## src/rtl/ahfp_cordic_vector.sv

```systemverilog
// Vectoring-mode CORDIC: converts a Q2.29 Cartesian vector (x, y) into
// magnitude and atan2(y, x), one micro-rotation per clock, with valid/ready
// handshakes on both the operand and the result side.
module ahfp_cordic_vector #(
  parameter int          N  = 16,
  parameter logic [31:0] AN = 32'h136E9DB4
) (
  input  logic        clk,
  input  logic        rst,
  input  logic        in_valid,
  output logic        in_ready,
  input  logic [31:0] x_in,
  input  logic [31:0] y_in,
  output logic        out_valid,
  input  logic        out_ready,
  output logic [31:0] magnitude,
  output logic [31:0] angle
);

  typedef enum logic [1:0] {IDLE, ITER, SCALE, DONE} state_t;

  localparam logic signed [31:0] PI      = 32'sh6487ED51;
  localparam logic        [4:0]  I_LAST  = 5'(N - 1);

  // round(atan(2^-i) * 2^29); beyond i=9 the value rounds to exactly 2^(29-i)
  function automatic logic signed [31:0] atan_lut(input logic [4:0] idx);
    case (idx)
      5'd0:    atan_lut = 32'sd421657428;
      5'd1:    atan_lut = 32'sd248918915;
      5'd2:    atan_lut = 32'sd131521918;
      5'd3:    atan_lut = 32'sd66762579;
      5'd4:    atan_lut = 32'sd33510843;
      5'd5:    atan_lut = 32'sd16771758;
      5'd6:    atan_lut = 32'sd8387925;
      5'd7:    atan_lut = 32'sd4194219;
      5'd8:    atan_lut = 32'sd2097141;
      5'd9:    atan_lut = 32'sd1048575;
      default: atan_lut = 32'sd1 <<< (5'd29 - idx);
    endcase
  endfunction

  state_t             state_q, state_d;
  logic signed [31:0] x_q, x_d;
  logic signed [31:0] y_q, y_d;
  logic signed [31:0] z_q, z_d;
  logic        [4:0]  i_q, i_d;
  logic               in_ready_q, in_ready_d;
  logic               out_valid_q, out_valid_d;
  logic        [31:0] magnitude_q, magnitude_d;
  logic        [31:0] angle_q, angle_d;

  logic signed [31:0] x_sh, y_sh, atan_i;
  logic signed [63:0] x_ext, an_ext, prod;

  // Next-state, datapath and registered-output computation
  always_comb begin
    state_d     = state_q;
    x_d         = x_q;
    y_d         = y_q;
    z_d         = z_q;
    i_d         = i_q;
    out_valid_d = out_valid_q;
    magnitude_d = magnitude_q;
    angle_d     = angle_q;

    x_sh   = x_q >>> i_q;
    y_sh   = y_q >>> i_q;
    atan_i = atan_lut(i_q);
    x_ext  = {{32{x_q[31]}}, x_q};
    an_ext = {{32{AN[31]}}, AN};
    prod   = x_ext * an_ext;

    case (state_q)
      IDLE: begin
        if (in_valid && in_ready_q) begin
          // fold the left half-plane onto the right so iterations converge
          if (!x_in[31]) begin
            x_d = $signed(x_in);
            y_d = $signed(y_in);
            z_d = '0;
          end else begin
            x_d = -$signed(x_in);
            y_d = -$signed(y_in);
            z_d = y_in[31] ? -PI : PI;
          end
          i_d     = '0;
          state_d = ITER;
        end
      end
      ITER: begin
        if (!y_q[31]) begin
          x_d = x_q + y_sh;
          y_d = y_q - x_sh;
          z_d = z_q + atan_i;
        end else begin
          x_d = x_q - y_sh;
          y_d = y_q + x_sh;
          z_d = z_q - atan_i;
        end
        i_d = i_q + 5'd1;
        if (i_q == I_LAST) state_d = SCALE;
      end
      SCALE: begin
        // x carries the CORDIC gain; multiply by 1/gain and drop the Q2.29 fraction
        magnitude_d = 32'(prod >>> 29);
        angle_d     = z_q;
        out_valid_d = 1'b1;
        state_d     = DONE;
      end
      DONE: begin
        if (out_ready) begin
          out_valid_d = 1'b0;
          state_d     = IDLE;
        end
      end
      default: state_d = IDLE;
    endcase

    in_ready_d = (state_d == IDLE);
  end

  // State and output registers with asynchronous reset
  always_ff @(posedge clk or posedge rst) begin
    if (rst) begin
      state_q     <= IDLE;
      x_q         <= '0;
      y_q         <= '0;
      z_q         <= '0;
      i_q         <= '0;
      in_ready_q  <= 1'b0;
      out_valid_q <= 1'b0;
      magnitude_q <= '0;
      angle_q     <= '0;
    end else begin
      state_q     <= state_d;
      x_q         <= x_d;
      y_q         <= y_d;
      z_q         <= z_d;
      i_q         <= i_d;
      in_ready_q  <= in_ready_d;
      out_valid_q <= out_valid_d;
      magnitude_q <= magnitude_d;
      angle_q     <= angle_d;
    end
  end

  assign in_ready  = in_ready_q;
  assign out_valid = out_valid_q;
  assign magnitude = magnitude_q;
  assign angle     = angle_q;

endmodule
```

## config.mk

```make
export PLATFORM = sky130hd
export DESIGN_NAME = ahfp_cordic_vector
export DESIGN_NICKNAME = d
export VERILOG_FILES = /design/src/rtl/ahfp_cordic_vector.sv
export SDC_FILE = /design/constraint.sdc
export NUM_CORES = 2
export LEC_CHECK = 0
export ABC_AREA = 1
export BUFFER_PORTS_ARGS = -buffer_cell sky130_fd_sc_hd__buf_2
export CAP_MARGIN = 10
export CORE_MARGIN = 4
export CORE_UTILIZATION = 31
export CTS_BUF_LIST = sky130_fd_sc_hd__clkbuf_2
export DETAILED_ROUTE_END_ITERATION = 10
export GPL_ROUTABILITY_DRIVEN = 0
export PLACE_DENSITY = 0.52
export SYNTH_ARGS = -nofsm -noshare
export SYNTH_HDL_FRONTEND = slang
export SYNTH_SLANG_ARGS = --single-unit
```

## constraint.sdc

```tcl
create_clock -name clk -period 8.4 [get_ports clk]
set_input_delay 0.42 -clock clk [delete_from_list [all_inputs] [get_ports clk]]
set_output_delay 0.42 -clock clk [all_outputs]
set_load 0.005 [all_outputs]
```

## After elaboration in Yosys (flattened, before gate mapping)

Cells that the tools add are included.

| storage, ports and cells | value |
|---|---|
| bits in registers | 169 |
| input port bits | 68 |
| word-level logic and storage cells | 68 |
| output and inout port bits | 66 |

| operators by class | value |
|---|---|
| eq/ne operators | 15 |
| reductions and logical operators | 8 |
| multiply operators | 1 |
| add/sub/neg operators | 10 |
| multiplexer cells | 22 |
| shift operators | 3 |

Operator list:

| operator | count |
|---|---|
| $mux W32 | 10 |
| $pmux W32 S10 | 1 |
| $pmux W32 S2 | 3 |
| $add A32 B32 Y32 | 3 |
| $sub A32 B32 Y32 | 3 |
| $neg A32 Y32 | 2 |
| $sshr A32 B5 Y32 | 2 |
| $mul A32 B28 Y59 const B | 1 |
| $sshl A2 B5 Y32 const A | 1 |
| $eq A5 B3 Y1 const B | 4 |
| $eq A5 B4 Y1 const B | 3 |
| $eq A5 B2 Y1 const B | 2 |
| $pmux W5 S2 | 1 |
| $pmux W2 S4 | 1 |
| $mux W2 | 3 |
| $add A5 B1 Y5 const B | 1 |
| $eq A5 B1 Y1 const B | 1 |
| $logic_not A5 Y1 | 1 |
| $mux W5 | 1 |
| $sub A5 B5 Y5 const A | 1 |
| $eq A2 B2 Y1 const B | 2 |
| $logic_not A2 Y1 | 2 |
| $ne A2 B2 Y1 const B | 2 |
| $reduce_and A2 Y1 | 2 |
| 5 further kinds | 6 |

## Longest topological paths before layout

| logic depth | value |
|---|---|
| depth after elaboration | 6 |
| gate-level depth with buffers | 36 |
| depth with buffers taken out | 34 |

## Worst setup path before layout

OpenSTA, ideal clock, no wires.

| timing | value |
|---|---|
| path type | register to register |
| start point | register x_q[31] |
| end point | register magnitude_q[27] (netlist: magnitude[27]) |
| clock period less this slack | 6.026 ns |
| library setup time | 0.082 ns |
| required time | 8.318 ns |
| buffers on the path | 0 |
| data arrival time | 5.944 ns |
| stages on the path, launching flop included | 23 |
| setup slack | 2.374 ns |
| path through | dfrtp_1 ha_1 inv_1 fa_1 inv_1 fa_1 fa_1 inv_1 fa_1 fa_1 inv_1 fa_1 inv_1 ha_1 nand2_1 nor2_1 inv_1 nor2_1 nand2_1 o21ai_0 nand4_1 a21o_1 a31oi_1 |

| between the ends | value |
|---|---|
| longest elaborated chain between the ends | 1 |

RTL lines:

| what | line | text |
|---|---|---|
| from (decl) | 43 | `logic signed [31:0] x_q, x_d;` |
| from (signal assigned) | 126 | `x_q <= '0;` |
| from (signal assigned) | 136 | `x_q <= x_d;` |
| $mul A32 B28 Y59 | 71 | `prod = x_ext * an_ext;` |
| to (signal assigned) | 142 | `magnitude_q <= magnitude_d;` |
| to (decl) | 49 | `logic [31:0] magnitude_q, magnitude_d;` |

Every way passes these cells.
A chain may end at the register's enable or synchronous reset.

## Worst setup path in the final report

| timing | value |
|---|---|
| start point | register x_q[16] |
| end point | register magnitude_q[27] (netlist: magnitude[27]) |

Same word-level chain as after synthesis.

==> results.py <==
metrics = {
    "sta": {
        "hold_viol": 0,
        "fin_setup_tns_ns": 0,
        "final.period_utilization": 0.848,
        "setup_viol": 0,
        "worst_hold_slack_ns": 0.199,
        "worst_margin_slew_ns": 1.23,
        "drv_slew": 0,
        "slew_headroom": 0.170,
        "max_freq_mhz": 140,
        "post-route-min-period_ns": 7.12,
        "grt_setup_unrepaired": "no",
        "finClkSkew_ns": 0.0827,
    },
    "global_routing": {
        "vias_in_the_first_global_route": 36600,
        "grt_use_met1": 0.285,
        "grt_antenna_before_repair": 3,
        "grt_residual_overflow": 0,
        "global_route_hottest_layer": "met2",
        "grt_start_max_net_pins": 93,
        "groute.layer.met3.usage": 0.0240,
        "track_usage": 0.219,
        "wire_length_of_the_first_global_routing_pass_mm": 217,
        "grtUsageMet2": 0.377,
    },
    "detailed_routing": {
        "final_ant_viol_nets": 0,
        "total_number_of_vias": 36800,
        "drcViolationCount": 0,
        "routed_wirelength_mm": 142,
        "detail_route.vias_per_cell": 5.07,
        "wl_per_cell_um": 19.6,
        "first_pass_iters": 8,
        "drt_first_iter_violations": 2865,
    },
    "logic_synthesis": {
        "syn-instance-count": 5394,
        "avgSynthCellArea_um2": 7.06,
        "synth_warnings": 0,
        "dominant_register_cell_in_the_synthesized_netlist": "dfrtp_1",
        "synth_cell_types": 62,
        "synth-edff-count": 0,
        "syn-num-nets": 6290,
        "syn-cell-area_um2": 38100,
        "postSynthRegisterBits": 169,
        "seq_area_frac_synth": 0.111,
        "synthArstFlopShare": 1.00,
    },
    "critical_path": {
        "worstPathRequired_ns": 9.56,
        "crit_path_end_kind": "flop",
        "crit_path_cell_chain": "ha_1, xor2_1, ha_1, a21oi_1, inv_1, ha_1, a21oi_1, fa_1, inv_1, fa_1, fa_1, inv_1, fa_1, inv_1, ha_1, nand2_1, nor2_1, nand2_1, o311ai_0, nand2_1, o21ai_0, nand4_1, a21o_1, a31oi_1",
        "cpMaxStageDelayCell": "dfrtp_1",
        "timing.setup.critical_path_class": "reg2reg",
        "crit_path_max_fanout": 13,
        "worstPathBufferInverterCount": 4,
        "cp_delay_by_family_top": "adder cells",
        "cp_data_arrival_time_ns": 8.28,
        "setup.worst_path.start_class": "flop",
        "crit_path_largest_cell_delay_ns": 0.87,
    },
    "place": {
        "number_of_port_buffers": 133,
        "dpl.hpwl_mm": 119,
        "placed_area_um2": 40300,
        "placed_cell_count": 7030,
    },
    "min_path": {
        "hold_class": "in2reg",
    },
    "die": {
        "die-area_um2": 129000,
        "core_area_um2": 122000,
        "core.rowCount": 128,
        "fp.dieH_um": 359,
        "fp.dieW_um": 359,
        "starting_utilization_of_the_core_area": 0.313,
        "io_pins": 134,
    },
    "run_status": {
        "result_of_the_run": "completed",
    },
    "clocking": {
        "tritoncts.num_buffers": 17,
        "cts_htree_levels": 4,
        "ctsResizeCount": 0,
        "root_buffer": "clkbuf_2",
        "clkLatencyLatePin_ns": 1.24,
        "clock_tree.buffer_depth": 2,
        "cts.sinks": 169,
        "cts_setup_buffers": 0,
        "clkSlewWorstSetupHoldPaths_ns": 0.36,
        "tritoncts_clock_tree": "yes",
        "holdBufCountCts": 184,
    },
    "cells_and_area": {
        "layout.nets": 6504,
        "fraction_of_final_layout_cells_sized_beyond_drive_strength_1": 0.0550,
        "relative_area_change_from_synthesis_to_final_layout_pct": 11.4,
        "finish.cell_count_without_fillers": 7251,
        "finish.instance_area_um2": 42400,
        "fillers": 13200,
    },
    "run": {
        "max_cap_violations": 0,
    },
}
-- per-stage QoR --
stage	util	worst slack (ns)
after floorplan	-	2.37
after CTS	0.348	1.25
after global routing	0.348	0.834
after detailed placement	0.331	1.37
final	0.348	1.28
after global placement	0.331	1.48
-- final cells by class --
cell class	instances	area [um2]	area share
Multi-Input combinational cell	4071	29400	0.692
Inverter	1002	3770	0.0889
Clock inverter	14	183	0.00430
Timing Repair Buffer	347	2730	0.0644
Clock buffer	18	90.1	0.00212
Tap cell	1625	2030	0.0479
Sequential cell	169	4230	0.0998
Antenna cell	5	12.5	0.000295
-- worst register-to-register path: stages, from the launching register on --
cell and delay (ns):
dfrtp_1 0.87, ha_1 0.48, xor2_1 0.23, ha_1 0.22
a21oi_1 0.27, inv_1 0.10, ha_1 0.19, a21oi_1 0.16
fa_1 0.48, inv_1 0.10, fa_1 0.45, fa_1 0.55
inv_1 0.05, fa_1 0.47, inv_1 0.04, ha_1 0.32
nand2_1 0.11, nor2_1 0.15, nand2_1 0.08, o311ai_0 0.52
nand2_1 0.24, o21ai_0 0.44, nand4_1 0.18, a21o_1 0.20
a31oi_1 0.13
-- Yosys cell counts, drive strengths merged, types with 7 or more instances --
library cell	number	area, um2
nand3	437	2210
dfrtp	169	4230
a22oi	31	233
o21ai	317	1610
o22ai	7	43.8
a21o	25	188
nor3	50	292
xor2	169	1480
a21oi	373	1870
clkbuf	82	308
xnor2	71	622
ha	454	5680
o31ai	10	80.1
o211ai	10	80.1
o21a	12	90.1
nand4	38	238
o21bai	29	221
nor4	18	113
a31oi	90	563
or2	19	121
nor2	428	1710
nand2	1064	4040
fa	374	7490
inv	999	3750
buf	70	427
-- sequential cells by signal, summed over array words and instances (netlist names) --
| signal | flops |
|---|---|
| angle | 32 |
| magnitude | 32 |
| x_q | 32 |
| y_q | 32 |
| z_q | 32 |
| i_q | 5 |
| state_q | 2 |
| in_ready | 1 |
| out_valid | 1 |
-- cells by family after synthesis --
| logic type | share of synthesized area |
|---|---|
| flops | 0.111 |
| xor+xnor | 0.0552 |
| simple gates | 0.233 |
| buf+inv | 0.118 |
| compound gates | 0.137 |
| fa+ha+maj | 0.346 |
-- cells in the final DEF (no fill, tap or decap), types with 31 or more instances in the layout --
| master | instances |
|---|---|
| buf_2 | 133 |
| xor2_1 | 169 |
| nand4_1 | 38 |
| ha_1 | 454 |
| xnor2_1 | 71 |
| fa_1 | 374 |
| nor2_1 | 403 |
| nand2_1 | 1047 |
| o21ai_0 | 292 |
| nand3_1 | 432 |
| inv_1 | 981 |
| a22oi_1 | 31 |
| nor3_1 | 43 |
| a31oi_1 | 90 |
| dfrtp_1 | 165 |
| dlygate4sd3_1 | 184 |
| a21oi_1 | 371 |
-- path summary, 6_finish.rpt --
kind                            startpoint             to  slack (ns)  depth (start not counted)
worst max-delay path               x_q[16]  magnitude[27]        1.28                         24
worst min-delay path              x_in[31]        x_q[18]        0.20                          6
worst max register to register     x_q[16]  magnitude[27]        1.28                         24
worst min register to register   angle[23]      angle[23]        0.51                          2
max in group asynchronous              rst         x_q[4]        6.17                          6
min in group asynchronous              rst  magnitude[17]        0.44                          4
-- layer usage --
metal,routed length (um),vias to the layer above
met5,0,-
met4,5330,0
met3,6320,201
met2,68100,1058
met1,62200,17700
li1,-,17800
Power is left out: the tool's default activity adds up to more than one toggle a clock period on the data nets, which glitch-free logic cannot reach.
